==> config.mk <==
export PLATFORM = sky130hd
export DESIGN_NAME = pc_gen_flat
export DESIGN_NICKNAME = d
export VERILOG_FILES = /design/src/rtl/pc_gen_if.sv /design/src/rtl/pc_gen.sv /design/src/flat_wrapper.sv
export SDC_FILE = /design/constraint.sdc
export NUM_CORES = 1
export LEC_CHECK = 0
export ABC_AREA = 1
export CAP_MARGIN = 20
export CORE_MARGIN = 10
export CORE_UTILIZATION = 51
export CTS_CLUSTER_DIAMETER = 120
export DETAILED_ROUTE_END_ITERATION = 7
export PLACE_DENSITY = 0.84
export SLEW_MARGIN = 15
export SYNTH_ARGS = -nofsm -noshare
export SYNTH_HDL_FRONTEND = slang
export SYNTH_SLANG_ARGS = --single-unit
==> constraint.sdc <==
create_clock -name i_clock -period 2.9 [get_ports i_clock]
set_clock_uncertainty 0.1 [all_clocks]
set_input_delay 0.58 -clock i_clock [delete_from_list [all_inputs] [get_ports i_clock]]
set_output_delay 0.58 -clock i_clock [all_outputs]
set_load 0.01 [all_outputs]
==> src/rtl/pc_gen_if.sv <==
// Fetch-address bus between pc_gen and its consumer (IFU + redirect sources).
// Latency: none, this is only a bundle of wires.
// Backpressure: o_valid/i_ready handshake on the head, redirect is unconditional.
interface pc_gen_if #(
    parameter int XLEN  = 32,
    parameter int DEPTH = 4
);
    localparam int CNT_W = $clog2(DEPTH) + 1;

    logic             i_redirect_valid;
    logic [XLEN-1:0]  i_redirect_pc;
    logic             o_valid;
    logic             i_ready;
    logic [XLEN-1:0]  o_pc;
    logic             o_epoch;
    logic [CNT_W-1:0] o_count;
    logic             o_misalign;

    // Generator side: receives redirects and the ready, drives the queue head.
    modport master (
        input  i_redirect_valid,
        input  i_redirect_pc,
        input  i_ready,
        output o_valid,
        output o_pc,
        output o_epoch,
        output o_count,
        output o_misalign
    );

    // Consumer side: IFU plus whoever raises redirects.
    modport slave (
        output i_redirect_valid,
        output i_redirect_pc,
        output i_ready,
        input  o_valid,
        input  o_pc,
        input  o_epoch,
        input  o_count,
        input  o_misalign
    );
endinterface

==> src/rtl/pc_gen.sv <==
// Sequential fetch-address generator feeding a DEPTH-entry prefetch queue; redirects flush and toggle epoch.
// Latency: first head 1 cycle after reset release, redirect target valid 2 cycles after the request.
// Backpressure: i_ready low stalls the head; queue fills then next_pc holds. Optional macro PC_GEN_MISALIGN_CHECK_EN.
module pc_gen #(
    parameter int              XLEN         = 32,
    parameter logic [XLEN-1:0] RESET_VECTOR = 32'h8000_0000,
    parameter int              STEP         = 4,
    parameter int              DEPTH        = 4
) (
    input  logic     i_clock,
    input  logic     reset,
    pc_gen_if.master fetch_if
);
    localparam int PTR_W = $clog2(DEPTH);
    localparam int CNT_W = PTR_W + 1;

    logic [XLEN-1:0]  next_pc_q, next_pc_d;
    logic [XLEN-1:0]  mem_q [DEPTH];
    logic [PTR_W-1:0] rd_ptr_q, rd_ptr_d;
    logic [PTR_W-1:0] wr_ptr_q, wr_ptr_d;
    logic [CNT_W-1:0] count_q, count_d;
    logic             epoch_q, epoch_d;

    logic             pop;
    logic             push;
    logic [XLEN-1:0]  target_pc;

    // A redirect voids any handshake in its cycle, so pop/push both yield to it.
    assign pop  = (count_q != '0) && fetch_if.i_ready && !fetch_if.i_redirect_valid;
    // Popping frees a slot on the same edge, so a full queue with a pop still accepts a new address.
    assign push = !fetch_if.i_redirect_valid &&
                  ((count_q < CNT_W'(DEPTH)) || ((count_q != '0) && fetch_if.i_ready));

`ifdef PC_GEN_MISALIGN_CHECK_EN
    localparam logic [XLEN-1:0] ALIGN_MASK = (STEP == 2) ? XLEN'(1) : XLEN'(3);

    logic target_mis;
    logic misalign_q, misalign_d;

    // Clear the low bits that STEP-aligned fetches can never have and remember that we did.
    always_comb begin
        target_pc  = fetch_if.i_redirect_pc & ~ALIGN_MASK;
        target_mis = |(fetch_if.i_redirect_pc & ALIGN_MASK);
        misalign_d = fetch_if.i_redirect_valid && target_mis;
    end

    // Misalign flag lives for exactly the cycle after the offending redirect.
    always_ff @(posedge i_clock) begin
        if (reset) begin
            misalign_q <= 1'b0;
        end else begin
            misalign_q <= misalign_d;
        end
    end

    assign fetch_if.o_misalign = misalign_q;
`else
    assign target_pc           = fetch_if.i_redirect_pc;
    assign fetch_if.o_misalign = 1'b0;
`endif

    // Next-state for pointers, occupancy, next_pc and epoch; redirect wins over push/pop.
    always_comb begin
        next_pc_d = next_pc_q;
        rd_ptr_d  = rd_ptr_q;
        wr_ptr_d  = wr_ptr_q;
        count_d   = count_q;
        epoch_d   = epoch_q;

        if (fetch_if.i_redirect_valid) begin
            next_pc_d = target_pc;
            rd_ptr_d  = '0;
            wr_ptr_d  = '0;
            count_d   = '0;
            epoch_d   = ~epoch_q;
        end else begin
            if (push) begin
                wr_ptr_d  = wr_ptr_q + PTR_W'(1);
                next_pc_d = next_pc_q + XLEN'(STEP);
            end
            if (pop) begin
                rd_ptr_d = rd_ptr_q + PTR_W'(1);
            end
            count_d = count_q + {{(CNT_W-1){1'b0}}, push} - {{(CNT_W-1){1'b0}}, pop};
        end
    end

    // Control state register; reset overrides redirect, push and pop on the same edge.
    always_ff @(posedge i_clock) begin
        if (reset) begin
            next_pc_q <= RESET_VECTOR;
            rd_ptr_q  <= '0;
            wr_ptr_q  <= '0;
            count_q   <= '0;
            epoch_q   <= 1'b0;
        end else begin
            next_pc_q <= next_pc_d;
            rd_ptr_q  <= rd_ptr_d;
            wr_ptr_q  <= wr_ptr_d;
            count_q   <= count_d;
            epoch_q   <= epoch_d;
        end
    end

    // Queue storage needs no reset: entries are only read while count says they are live.
    always_ff @(posedge i_clock) begin
        if (!reset && push) begin
            mem_q[wr_ptr_q] <= next_pc_q;
        end
    end

    assign fetch_if.o_valid = (count_q != '0);
    assign fetch_if.o_pc    = mem_q[rd_ptr_q];
    assign fetch_if.o_epoch = epoch_q;
    assign fetch_if.o_count = count_q;
endmodule

==> src/flat_wrapper.sv <==
// flat-port wrapper written by rule: the top's interface ports become plain ports
module pc_gen_flat 
#(
    parameter int              XLEN         = 32,
    parameter logic [XLEN-1:0] RESET_VECTOR = 32'h8000_0000,
    parameter int              STEP         = 4,
    parameter int              DEPTH        = 4
)
  (i_clock, reset, fetch_if_i_redirect_valid, fetch_if_i_redirect_pc, fetch_if_i_ready, fetch_if_o_valid, fetch_if_o_pc, fetch_if_o_epoch, fetch_if_o_count, fetch_if_o_misalign);
  pc_gen_if #(.XLEN(XLEN), .DEPTH(DEPTH)) fetch_if_i ();
  input  logic i_clock;
  input  logic reset;
  input wire logic [$bits(fetch_if_i.i_redirect_valid)-1:0] fetch_if_i_redirect_valid;
  input wire logic [$bits(fetch_if_i.i_redirect_pc)-1:0] fetch_if_i_redirect_pc;
  input wire logic [$bits(fetch_if_i.i_ready)-1:0] fetch_if_i_ready;
  output wire logic [$bits(fetch_if_i.o_valid)-1:0] fetch_if_o_valid;
  output wire logic [$bits(fetch_if_i.o_pc)-1:0] fetch_if_o_pc;
  output wire logic [$bits(fetch_if_i.o_epoch)-1:0] fetch_if_o_epoch;
  output wire logic [$bits(fetch_if_i.o_count)-1:0] fetch_if_o_count;
  output wire logic [$bits(fetch_if_i.o_misalign)-1:0] fetch_if_o_misalign;
  assign fetch_if_i.i_redirect_valid = fetch_if_i_redirect_valid;
  assign fetch_if_i.i_redirect_pc = fetch_if_i_redirect_pc;
  assign fetch_if_i.i_ready = fetch_if_i_ready;
  assign fetch_if_o_valid = fetch_if_i.o_valid;
  assign fetch_if_o_pc = fetch_if_i.o_pc;
  assign fetch_if_o_epoch = fetch_if_i.o_epoch;
  assign fetch_if_o_count = fetch_if_i.o_count;
  assign fetch_if_o_misalign = fetch_if_i.o_misalign;
  pc_gen #(.XLEN(XLEN), .RESET_VECTOR(RESET_VECTOR), .STEP(STEP), .DEPTH(DEPTH)) u_core (.i_clock(i_clock), .reset(reset), .fetch_if(fetch_if_i));
endmodule
==> metrics.csv <==
stage,metric,value,unit
run_status,outcome,"complete, no violations",
placed_design,dp_slack,0.299,ns
global_route,grt.met3_usage,3.99,%
final_layout,fin_util,64.1,%
cts,cts_buffers,17,
route,wl_per_cell,18.0,µm
sta,finalSetupViolations,0,
synthesis,yosys.area_share.simple,16.7,%
synthesis,synth_area_leaders,"edfxtp_1, dfxtp_1, nor2_1",
cts,ctsHoldBuffers,0,
setup_path,rr_startpoint,u_core.next_pc_q[3]$_SDFFE_PP0P_,
sta,finalCritPeriodShare,96.7,%
final_layout,fillCellCount,1047,
cts,clkTransAtPathRegs,0.06,ns
power,p_leak,0.00318,µW
floorplanning,die_h,140,µm
setup_path,critPathRequiredTime,2.22,ns
placed_design,placement.io_buffers,72,
worst_hold_path,hold_start,u_core.rd_ptr_q[1]$_SDFFE_PP0P_,
setup_path,worstSetupPathType,register to output port,
sta,maxSlewViolCount,0,
floorplanning,initial_core_util,52.6,%
global_route,grt_max_degree,65,
cts,postCtsSetupRepairBufs,0,
synthesis,synthXorXnorAreaFrac,1.78,%
power,finalPower,5320,µW
global_route,grt.total_usage,18.4,%
route,vias,5627,
synthesis,synth_cell_types,39,
cts,clock_path_buffers,2,
sta,layout_setup_ws,0.0944,ns
final_layout,multiInputGateArea,2330,µm²
global_route,antenna_found_initial,0,
synthesis,synth_seq_cells,170,
floorplanning,io_pins,74,
synthesis,netlist_area,7360,µm²
cts,root_buffer,clkbuf_16,
synthesis,yosysTopAreaCell,edfxtp_1,
route,antenna_left,0,
sta,rsz0062_at_grt,no,
synthesis,synth_top_family_by_area,simple AND/OR/NAND/NOR gates,
cts,htreeDepth,4,
synthesis,synth.area.mux_share,0,%
route,remaining_drc_errors,0,
power,p_per_area,593,nW/µm²
final_layout,antenna_cells,0,
final_layout,final_area,8960,µm²
global_route,grtUsageMet1,23.2,%
placed_design,globalplace.congestion,0.955,
synthesis,synthCells,733,
synthesis,yosys.area_share.adder,1.46,%
final_layout,final-seq-area,4690,µm²
placed_design,dp_hpwl,11700,µm
floorplanning,dieArea,19600,µm²
global_route,grt_pass1_vias,5520,
synthesis,avgSynthCellArea,10.0,µm²
worst_hold_path,whs_path_depth,1,
final_layout,final_common_cell,edfxtp_1,
worst_hold_path,worstHoldEndpoint,u_core.rd_ptr_q[1]$_SDFFE_PP0P_,
setup_path,arrival,2.13,ns
final_layout,drive_gt1_share,9.36,%
final_layout,syn_to_final_growth,21.7,%
cts,insertion_delay,0.42,ns
floorplanning,dieWidth,140,µm
synthesis,synth_top_area_share,52.2,%
setup_path,crit_path_start_kind,register,
route,dr.first_iter.drc_count,561,
synthesis,syn_nets,777,
route,drtPass1Iterations,8,
setup_path,end_kind,output port,
synthesis,yosysWarnings,0,
global_route,use_met2,30.2,%
worst_hold_path,min_path_type,register to register,
sta,timing_hold_violations_final,0,
sta,relSlewSlack,65.6,%
final_layout,most-common-layout-cells,"edfxtp_1, nor2_1, nand2_1",
sta,fmax,0.356,GHz
setup_path,r2r_end,u_core.next_pc_q[16]$_SDFFE_PP0P_,
sta,tightest_slew,0.516,ns
setup_path,ff2ff_setup_slack,0.93,ns
synthesis,ys_seq_area_share,63.6,%
route,wl,18000,µm
setup_path,r2r_cells,8,
global_route,grt_pass1_wl,29000,µm
floorplanning,coreArea,14000,µm²
setup_path,path_max_fanout,32,
placed_design,placedInstanceArea,8400,µm²
route,viasPerCell,5.61,
sta,min_period,2.81,ns
run,drv_cap,0,
sta,finalSetupTns,0,ns
global_route,grt_busiest_layer,met2,
power,vdd_drop_max,0.337,mV
global_route,grt-ovfl-total,0,
floorplanning,rows,43,
cts,cts_sinks,170,
cts,cts_tree,done,
synthesis,synth_compound_area_share,11.6,%
cts,cts-resized-gates,0,
final_layout,nNetsFinal,854,
## worst max-delay path, stage by stage (launching register included)
cell             delay (ns)
dfxtp_1                0.33
buf_4                  0.35
o21ai_0                0.21
o22ai_1                0.23
clkdlybuf4s50_1        0.58
## flip-flops by register name (all words and copies together) (netlist names), named ones only
register                 flops
u_core.mem_q               128
u_core.next_pc_q            32
u_core.fetch_if.o_count      3
u_core.rd_ptr_q              2
u_core.wr_ptr_q              2
u_core.fetch_if.o_epoch      1
## cell families after synthesis
logic type,Yosys count
AND/OR/NAND/NOR,294
flip-flops,170
AO/OA/AOI/OAI,154
buffers and inverters,91
XOR/XNOR,15
adder cells (fa/ha/maj),8
other,1
## per-stage QoR
step,instances,hold WS (ns)
after floorplan,733,0.355
after global placement,971,0.373
after detailed placement,971,0.382
after CTS,1003,0.397
after global routing,1003,0.421
final,1003,0.395
## how the worst max path moves through the flow
| stage | startpoint | to | cells past startpoint | slack (ns) |
|---|---|---|---|---|
| final | register | fetch_if_o_pc[29] | 4 | 0.09 |
| after global routing | register | fetch_if_o_pc[16] | 4 | 0.009 |
| after CTS | register | fetch_if_o_pc[29] | 4 | 0.07 |
| after detailed placement | fetch_if_i_redirect_valid | u_core.fetch_if.o_count[2]$_SDFF_PP0_ | 10 | 0.30 |
| after global placement | fetch_if_i_redirect_valid | u_core.fetch_if.o_count[2]$_SDFF_PP0_ | 10 | 0.33 |
| after floorplan | fetch_if_i_redirect_valid | u_core.mem_q[0][0]$_DFFE_PP_ | 6 | -0.24 |
## cells in the mapped netlist (all sizes together)
library cell and n:
nor3b 2, nor3 4, a31oi 4, o22ai 35, a21oi 16, conb 1, dfxtp 42, o21ai 86
nand4 4, o211ai 1, edfxtp 128, nand3 27, clkinv 1, a22oi 8, xnor2 6, clkbuf 20
o21a 1, and3 1, xor2 9, inv 58, a221oi 1, nor2 132, or2 1, buf 12
fa 1, nand2 123, o21bai 2, ha 7
## final cells by class
class	count	area share, %
repair buffers	90	10.4
multi-input cells	472	26.0
clock inverters	12	1.31
inverters	59	2.47
clock buffers	20	4.98
well taps	180	2.51
flip-flops and latches	170	52.3
## per-layer routing
| metal | share of wire [%] | routed length, µm |
|---|---|---|
| met4 | 2.1 | 387 |
| met5 | 0 | 0 |
| met3 | 8.0 | 1440 |
| met1 | 42 | 7520 |
| met2 | 48 | 8700 |
## power by group
group	internal (µW)	switching [µW]	total, µW
combinational	184	200	384
sequential	2700	86.9	2790
clock	1210	928	2140
No activity file was read; power rests on OpenSTA's default activity.
